`src/rtl/neural_pkg.sv`:
```
// Types and constants shared by the network stages: argmax FSM states, index-width helper, default datawidth.
package neural_pkg;

   localparam int DEFAULT_DATAWIDTH = 16;

   typedef enum logic [1:0] {
      IDLE = 2'd0,
      SCAN = 2'd1,
      DONE = 2'd2
   } argmax_state_t;

   // A single-class vector still needs a 1-bit index port.
   function automatic int index_width(input int n);
      return (n > 1) ? $clog2(n) : 1;
   endfunction

endpackage

```
`src/rtl/argmax_classifier_if.sv`:
```
// Vector-in / class-out handshake bundle for argmax_classifier; class_score exists only with ARGMAX_SCORE_EN.
interface argmax_classifier_if #(
   parameter int DATAWIDTH     = neural_pkg::DEFAULT_DATAWIDTH,
   parameter int INPUT_NEURONS = 10
);
   localparam int INDEX_WIDTH = neural_pkg::index_width(INPUT_NEURONS);

   logic [DATAWIDTH*INPUT_NEURONS-1:0] input_data;
   logic                               in_valid;
   logic                               in_ready;
   logic [INDEX_WIDTH-1:0]             class_index;
   logic                               out_valid;
   logic                               out_ready;
`ifdef ARGMAX_SCORE_EN
   logic [DATAWIDTH-1:0]               class_score;
`endif

   modport master (
      output input_data, in_valid, out_ready,
      input  in_ready, class_index, out_valid
`ifdef ARGMAX_SCORE_EN
      , class_score
`endif
   );

   modport slave (
      input  input_data, in_valid, out_ready,
      output in_ready, class_index, out_valid
`ifdef ARGMAX_SCORE_EN
      , class_score
`endif
   );

endinterface

```
`src/rtl/argmax_compare.sv`:
```
// Combinational argmax step: candidate replaces the running best only when strictly greater (signed).
module argmax_compare
   import neural_pkg::*;
#(
   parameter int DATAWIDTH   = DEFAULT_DATAWIDTH,
   parameter int INDEX_WIDTH = 4
) (
   input  logic signed [DATAWIDTH-1:0]   cand,
   input  logic        [INDEX_WIDTH-1:0] cand_idx,
   input  logic signed [DATAWIDTH-1:0]   best,
   input  logic        [INDEX_WIDTH-1:0] best_idx,
   output logic signed [DATAWIDTH-1:0]   next_best,
   output logic        [INDEX_WIDTH-1:0] next_idx
);

   // Strict compare keeps the earlier index on ties.
   always_comb begin
      next_best = best;
      next_idx  = best_idx;
      if (cand > best) begin
         next_best = cand;
         next_idx  = cand_idx;
      end
   end

endmodule

```
`src/rtl/argmax_classifier.sv`:
```
// argmax_classifier: latches a packed score vector, scans one element per cycle for the signed max (ties -> lowest index); out_valid INPUT_NEURONS-1 cycles after accept.
// Result held until out_ready; next vector accepted only after handoff. ARGMAX_SCORE_EN adds the class_score output.
module argmax_classifier
   import neural_pkg::*;
#(
   parameter int DATAWIDTH     = DEFAULT_DATAWIDTH,
   parameter int INPUT_NEURONS = 10
) (
   input  logic          clock,
   input  logic          reset,
   argmax_classifier_if.slave bus
);

   localparam int INDEX_WIDTH = index_width(INPUT_NEURONS);
   localparam int VEC_WIDTH   = DATAWIDTH * INPUT_NEURONS;
   localparam logic [INDEX_WIDTH-1:0] LAST_IDX = INDEX_WIDTH'(INPUT_NEURONS - 1);

   argmax_state_t state, state_nxt;

   logic [VEC_WIDTH-1:0]          vec;
   logic signed [DATAWIDTH-1:0]   best;
   logic signed [DATAWIDTH-1:0]   cand;
   logic signed [DATAWIDTH-1:0]   next_best;
   logic [INDEX_WIDTH-1:0]        best_idx;
   logic [INDEX_WIDTH-1:0]        next_idx;
   logic [INDEX_WIDTH-1:0]        idx;
   logic                          in_ready_c;
   logic                          out_valid_c;
   logic                          accept;

   always_ff @(posedge clock or posedge reset) begin
      if (reset) state <= IDLE;
      else       state <= state_nxt;
   end

   always_comb begin
      state_nxt   = state;
      in_ready_c  = 1'b0;
      out_valid_c = 1'b0;
      case (state)
         IDLE: begin
            in_ready_c = 1'b1;
            if (bus.in_valid) state_nxt = (INPUT_NEURONS == 1) ? DONE : SCAN;
         end
         SCAN: begin
            if (idx == LAST_IDX) state_nxt = DONE;
         end
         DONE: begin
            out_valid_c = 1'b1;
            if (bus.out_ready) state_nxt = IDLE;
         end
         default: state_nxt = IDLE;
      endcase
   end

   assign accept = in_ready_c & bus.in_valid;
   assign cand   = vec[idx*DATAWIDTH +: DATAWIDTH];

   argmax_compare #(
      .DATAWIDTH   (DATAWIDTH),
      .INDEX_WIDTH (INDEX_WIDTH)
   ) u_compare (
      .cand      (cand),
      .cand_idx  (idx),
      .best      (best),
      .best_idx  (best_idx),
      .next_best (next_best),
      .next_idx  (next_idx)
   );

   // Element 0 seeds the running best, so the scan starts at index 1.
   always_ff @(posedge clock or posedge reset) begin
      if (reset) begin
         vec      <= '0;
         best     <= '0;
         best_idx <= '0;
         idx      <= '0;
      end else if (accept) begin
         vec      <= bus.input_data;
         best     <= bus.input_data[DATAWIDTH-1:0];
         best_idx <= '0;
         idx      <= INDEX_WIDTH'(1);
      end else if (state == SCAN) begin
         best     <= next_best;
         best_idx <= next_idx;
         idx      <= idx + 1'b1;
      end
   end

   assign bus.in_ready    = in_ready_c;
   assign bus.out_valid   = out_valid_c;
   assign bus.class_index = best_idx;
`ifdef ARGMAX_SCORE_EN
   assign bus.class_score = best;
`endif

endmodule
```
`src/flat_wrapper.sv`:
```
// flat-port wrapper written by rule: the top's interface ports become plain ports
module argmax_classifier_flat import neural_pkg::*;
#(
   parameter int DATAWIDTH     = DEFAULT_DATAWIDTH,
   parameter int INPUT_NEURONS = 10
)
  (clock, reset, bus_input_data, bus_in_valid, bus_out_ready, bus_in_ready, bus_class_index, bus_out_valid);
  argmax_classifier_if #(.DATAWIDTH(DATAWIDTH), .INPUT_NEURONS(INPUT_NEURONS)) bus_i ();
  input  logic clock;
  input  logic reset;
  input wire logic [$bits(bus_i.input_data)-1:0] bus_input_data;
  input wire logic [$bits(bus_i.in_valid)-1:0] bus_in_valid;
  input wire logic [$bits(bus_i.out_ready)-1:0] bus_out_ready;
  output wire logic [$bits(bus_i.in_ready)-1:0] bus_in_ready;
  output wire logic [$bits(bus_i.class_index)-1:0] bus_class_index;
  output wire logic [$bits(bus_i.out_valid)-1:0] bus_out_valid;
  assign bus_i.input_data = bus_input_data;
  assign bus_i.in_valid = bus_in_valid;
  assign bus_i.out_ready = bus_out_ready;
  assign bus_in_ready = bus_i.in_ready;
  assign bus_class_index = bus_i.class_index;
  assign bus_out_valid = bus_i.out_valid;
  argmax_classifier #(.DATAWIDTH(DATAWIDTH), .INPUT_NEURONS(INPUT_NEURONS)) u_core (.clock(clock), .reset(reset), .bus(bus_i));
endmodule
```
`config.mk`:
```
export PLATFORM = sky130hd
export DESIGN_NAME = argmax_classifier_flat
export DESIGN_NICKNAME = d
export VERILOG_FILES = /design/src/rtl/neural_pkg.sv /design/src/rtl/argmax_classifier_if.sv /design/src/rtl/argmax_compare.sv /design/src/rtl/argmax_classifier.sv /design/src/flat_wrapper.sv
export SDC_FILE = /design/constraint.sdc
export NUM_CORES = 1
export LEC_CHECK = 0
export ABC_AREA = 1
export ABC_CLOCK_PERIOD_IN_PS = 14400
export BUFFER_PORTS_ARGS = -buffer_cell sky130_fd_sc_hd__buf_2
export CAP_MARGIN = 20
export CELL_PAD_IN_SITES_DETAIL_PLACEMENT = 1
export CELL_PAD_IN_SITES_GLOBAL_PLACEMENT = 2
export CORE_MARGIN = 2
export CORE_UTILIZATION = 34
export DETAILED_ROUTE_END_ITERATION = 10
export PLACE_DENSITY_LB_ADDON = 0.3
export SYNTH_ARGS = -nofsm -noshare
export SYNTH_HDL_FRONTEND = slang
export SYNTH_SLANG_ARGS = --single-unit
```
`constraint.sdc`:
```
create_clock -name clock -period 14.4 [get_ports clock]
set_input_delay 2.16 -clock clock [delete_from_list [all_inputs] [get_ports clock]]
set_output_delay 2.16 -clock clock [all_outputs]
set_load 0.03 [all_outputs]
```
==> Word-level counts from Yosys, hierarchy flattened <==
Cells that the tools add are included.
{ "totals": {"ff_bits": 186, "latch_bits": 0, "ram_bits": 0, "rom_bits": 0, "input_bits": 164, "output_inout_bits": 6, "mem_count": 0} }
{ "op_classes": {"addsub": 1, "n_mul": 0, "n_div": 0, "order_cmp": 1, "n_eq_ne": 6, "shift": 1, "muxes": 14, "bitwise_logic": 1, "n_reduce_logical": 5} }
{ "ops": {"columns": ["op", "n"], "rows": [
  ["$shiftx A160 B9 Y16", 1],
  ["$mux W16", 3],
  ["$mux W4", 5],
  ["$gt A16 B16 Y1", 1],
  ["$mux W2", 3],
  ["$pmux W2 S3", 1],
  ["$add A4 B1 Y4 const B", 1],
  ["$eq A4 B4 Y1 const B", 1],
  ["$ne A2 B2 Y1 const B", 2],
  ["$reduce_bool A2 Y1", 2],
  ["$reduce_and A3 Y1", 1],
  ["$eq A2 B1 Y1 const B", 1],
  ["$eq A2 B2 Y1 const B", 1],
  ["$logic_not A2 Y1", 1],
  ["$mux W1", 2],
  ["$ne A2 B1 Y1 const B", 1],
  ["$reduce_and A2 Y1", 1],
  ["$and A1 B1 Y1", 1]
]} }

==> Logic depth before layout (Yosys ltp) <==
{ "depth": {"word_depth": 5, "ltp_mapped": 25, "depth_no_buf": 22} }

==> Hierarchy <==
Synthesis repeated with hierarchy kept, for this count alone.
{ "hier_totals": {"hier_cells": 1270, "hier_area_um2": 9541.7} }
{ "by_module_without_submodules": {"columns": ["mod", "n_inst", "cells_each", "area_each_um2", "seq_area_each_um2"], "rows": [
  ["argmax_classifier", 1, 1128, 8763.4, 4654.5],
  ["argmax_compare", 1, 142, 778.2, 0.0]
]} }

==> Least setup slack after synthesis <==
OpenSTA, ideal clock, no wires.
{ "synth_timing": {"path_type": "register to output", "from": "register u_core.state[0]", "to": "output port bus_in_ready", "t_arrival_ns": 0.838, "required_time_ns": 12.240, "path_slack_ns": 11.402, "stages_incl_launch_ff": 2, "cell_sequence": "dfrtp_1 > nor2_1"} }
{ "synth_via": {"elab_chain_len": 2} }
{ "synth_lines": {"columns": ["item", "line", "source"], "rows": [
  ["from (decl)", "argmax_classifier.sv:18", "argmax_state_t state, state_nxt;"],
  ["from (signal assigned)", "argmax_classifier.sv:33", "else state <= state_nxt;"],
  ["$logic_not A2 Y1", "argmax_classifier.sv:40", "case (state)"],
  ["$mux W1", "argmax_classifier.sv:40", null],
  ["to (decl)", "flat_wrapper.sv:14", "output wire logic [$bits(bus_i.in_ready)-1:0] bus_in_ready;"]
]} }
Every way passes these cells.

==> Worst setup path in the final report <==
{ "layout_timing": {"from": "input port bus_in_valid", "to": "register u_core.best[7]"} }
{ "layout_via": {"elab_chain_len": 3, "word_cells_on_any_way": 5, "classes_between": "mux (1); bitwise (1); reduce/logical (3)"} }
{ "layout_lines": {"columns": ["item", "line", "source"], "rows": [
  ["from (decl)", "flat_wrapper.sv:12", "input wire logic [$bits(bus_i.in_valid)-1:0] bus_in_valid;"],
  ["$and A1 B1 Y1 *", "argmax_classifier.sv:56", "assign accept = in_ready_c & bus.in_valid;"],
  ["$reduce_bool A2 Y1 (no source line)", null, null],
  ["$reduce_and A2 Y1 (no source line)", null, null],
  ["to (signal assigned)", "argmax_classifier.sv:80", "best <= bus.input_data[DATAWIDTH-1:0];"],
  ["to (signal assigned)", "argmax_classifier.sv:84", "best <= next_best;"],
  ["to (decl)", "argmax_classifier.sv:21", "logic signed [DATAWIDTH-1:0] best;"]
]} }
Mark *: on every way between the ends. The rest lies on a longest branch, timed or not.
A chain may end at the register's enable or synchronous reset.

==> impl_summary.md <==
Setup path
The terminus of the critical flop-to-flop path is u_core.best[7]. The critical path capture point type is a register. The kind of critical path is primary input to register. Traced cell by cell, the critical path runs through buf_2, nand2_4, inv_6, buf_4, nand2_1, nand2_1, nand2_1, nand2_1. The critical path endpoint is u_core.best[7].

The number of cells on the worst reg-to-reg path is 16. On the critical path, the stage with the largest delay is an instance of buf_4. Setup slack on the worst reg-to-reg path comes out at 9990 ps. The launch point of the critical path is bus_in_valid. The element type at the critical path start is a primary input. The launch point of the worst reg-to-reg path is u_core.idx[0].

The critical-path maximum fanout is 134. The required arrival time at the worst endpoint is 14770 ps. The delay of the slowest critical-path stage is 850 ps. By instance count, the cell type seen most on the critical path is nand2_1. The critical path arrival is 4780 ps.

STA
The share of the clock period used by the worst path after layout is 30.62%. Headroom to the max-slew limit came out at 34.35%. Setup repair after global routing left no endpoint under its margin. Setup violations remaining at the end of the flow were counted as 0. The setup total negative slack is 0 ps. The time the final worst path needs with I/O delays and setup is 4409 ps.

The number of hold-slack violations in the final timing report is 0. The final number of max-transition violations is 0. The top achievable clock speed is 226.8 MHz. Between clock sinks in the finished design, the worst skew comes to 19.74 ps. At the pin with the least slew margin, the transition time is 984.7 ps.

Synthesis
After synthesis, the cell types taking the most area are dfrtp_1 (51%), nand2_1 (23%), o21ai_0 (5.1%). The number of nets produced by synthesis is 1377. nand2_1 is the most common cell in the netlist.

The cell area after synthesis is 9153 sq um. The synthesized area divided by synthesized cell count is 7.659 sq um. Sorting the synthesized cells by how often they occur yields nand2_1 (558), dfrtp_1 (186), o21ai_0 (93). The post-synthesis cell type count is 29. Yosys printed 0 warnings. The number of synthesized register bits is 186. Sequential elements use 50.85% of the synthesized area. The number of enable flip-flop cells after synthesis is 0. The fraction of post-synthesis cell area in the top cell type by area is 50.85%. The post-synthesis cell count is 1195.

Summed over all instances, the cell type with the most area after synthesis is dfrtp_1. The async set-reset flop share out of synthesis is 100.0%. The main flop type after synthesis is dfrtp_1.

CTS
Counting every sink on the clock net gives 186. CTS placed an instance of clkbuf_16 at the clock tree root. Clock latency on the worst-skew pair, taken at its later pin, is 450 ps.

The H-tree was split into 4 levels. Counting along the longest clock path gives a buffer depth of 2. The number of setup buffers added after CTS is 0.

After clock tree synthesis, the repair step resized 0 gates. The clock transition time at the flip-flop clock pins of the worst setup and hold paths is 70 ps. TritonCTS built the clock tree. The number of buffers added to fix hold violations after cts is 0.

The TritonCTS buffer count is 17.

Cells and area
The fraction of layout instances using a drive strength above 1 is 16.77%. The area taken by flip-flops and latches is 4659 sq um. The area of combinational cells with multiple inputs is 3794 sq um.

At the end of the flow the core is filled with cells to 40.22%. The post-layout net count is 1499. The layout overhead on the synthesized area is 17.43%. The layout has 3378 filler cells. The count of inserted antenna diode cells is 0.

Floorplan
The die boundary height is 168.1 um. The number of placed I/O pins is 170. The starting utilization of the core area is 34.25%. The number of rows created at floorplan is 60. The floorplan die width is 168.1 um. The total die area is 28250 sq um. The placeable core region is 26730 sq um.

Place
The HPWL after detailed placement is 19970 um. In this run the tool buffered the top-level ports with 169 buffer cells. The congestion estimate from routability-driven global placement came to 0.7473.

Power and ir drop
In this run the power density over the cells is 248.7 nW/um^2. The standby leakage power is 5.751 nW. The peak ir drop on the vdd network is 97.69 uV.

Detailed routing
For this run, the detailed router's first-pass iteration total came to 4. In the final routed layout, each cell accounts on average for 17.27 um. Wire segments on met3 add up to 927 um in the final route. The wire length reported by the detailed router is 28850 um. The top layer reached by signal wires is met4. The total length of routed met2 wires is 13600 um.

The detailed-route vias per instance is 4.842. The number of remaining DRC errors is 0. The total routed wire length on the met1 layer is 13810 um. Once detail routing completed, the nets flagged for antenna violations numbered 0.

The number of violations reported at the end of detailed-routing iteration 0 is 517. The number of vias after detailed routing is 8091.

GRT
The number of global-route vias before repair was 8514. Global routing used 21.03% of the available tracks across all layers. The global-route wire length before repair is 46220 um.

Entering global routing, the biggest net connects 135 pins. The overflow left after global routing is 0. The number of antenna violations at the first check in global routing is 0.

Hold path
In this run the worst hold path is classified as register to register.

Run
The number of max-cap violations is 0.

Run status
The flow ran to the end, and the final reports show no timing, DRC or antenna violations.
## state kept, by name, summed over array words and instances (netlist names)
signal / flops
u_core.vec: 160
u_core.best: 16
u_core.idx: 4
u_core.bus.class_index: 4
u_core.state: 2
## worst max-delay path, delay by kind of cell
kind                   cells  cell delay, ps
AND/OR/NAND/NOR            5             800
buffers and inverters      3            1740
## where the power goes
group | leakage (nW) | switching (W) | internal (W)
clock network | 0.294 | 0.000233 | 0.000269
logic | 3.15 | 0.000848 | 0.000403
registers | 2.31 | 0.000148 | 0.000773
total | 5.75 | 0.00123 | 0.00144
## cell usage in the layout (no fill, tap or decap), types with 3 or more instances in the layout
cell and n:
clkinvlp_4 3, o21ai_1 6, nand2_1 557, nand4_1 5, inv_8 4, buf_4 6, clkbuf_16 17, a21oi_1 37
inv_2 3, nand3_1 67, o22ai_1 3, inv_1 87, o211ai_1 32, dfrtp_1 184, nor2_1 12, ha_1 18
buf_2 169, o21ai_0 93, inv_6 5
## cell families (layout without fill, tap and decap cells)
family | after synthesis | count (layout) | share of synthesized area, %
compound gates | 173 | 173 | 10.44
xor+xnor | 2 | 2 | 0.1914
fa+ha+maj | 18 | 18 | 2.461
buf+inv | 165 | 300 | 7.779
flops | 186 | 186 | 50.85
simple gates | 651 | 651 | 28.27
## metal layers
metal,track usage [%],up-vias
met4,5.697,0
met5,0,-
li1,-,4011
met1,28.58,3918
met2,35.09,138
met3,3.338,24
## stage by stage
step                      total power [W]  setup WS, ps  cells  hold WS (ps)  instance area, sq um
final                            0.002672          9991   1671         479.9                 10750
after global routing             0.002933          9624   1671         499.1                 10750
after CTS                        0.002713          9947   1671         483.1                 10750
after detailed placement         0.002194          9486   1639         462.2                 10130
after global placement           0.002148          9633   1639         456.2                 10130
after floorplan                  0.001835          7183   1195         443.6                  9153
## worst min-delay path by stage
stage,cells past startpoint,end,start,slack [ps]
after detailed placement,2,u_core.vec[78],u_core.vec[78],460
after global placement,2,u_core.vec[27],u_core.vec[27],460
final,2,u_core.vec[16],u_core.vec[16],480
after floorplan,2,u_core.vec[16],u_core.vec[16],440
after CTS,2,u_core.vec[78],u_core.vec[78],480
after global routing,2,u_core.vec[126],u_core.vec[126],500
## final cells by class
class	count	area share (%)
Multi-Input combinational cell	844	35.30
Clock inverter	14	1.665
Timing Repair Buffer	175	8.289
Inverter	93	3.341
Sequential cell	186	43.35
Tap cell	341	3.970
Clock buffer	18	4.086
Note: power is estimated with default switching activity, not from simulation.
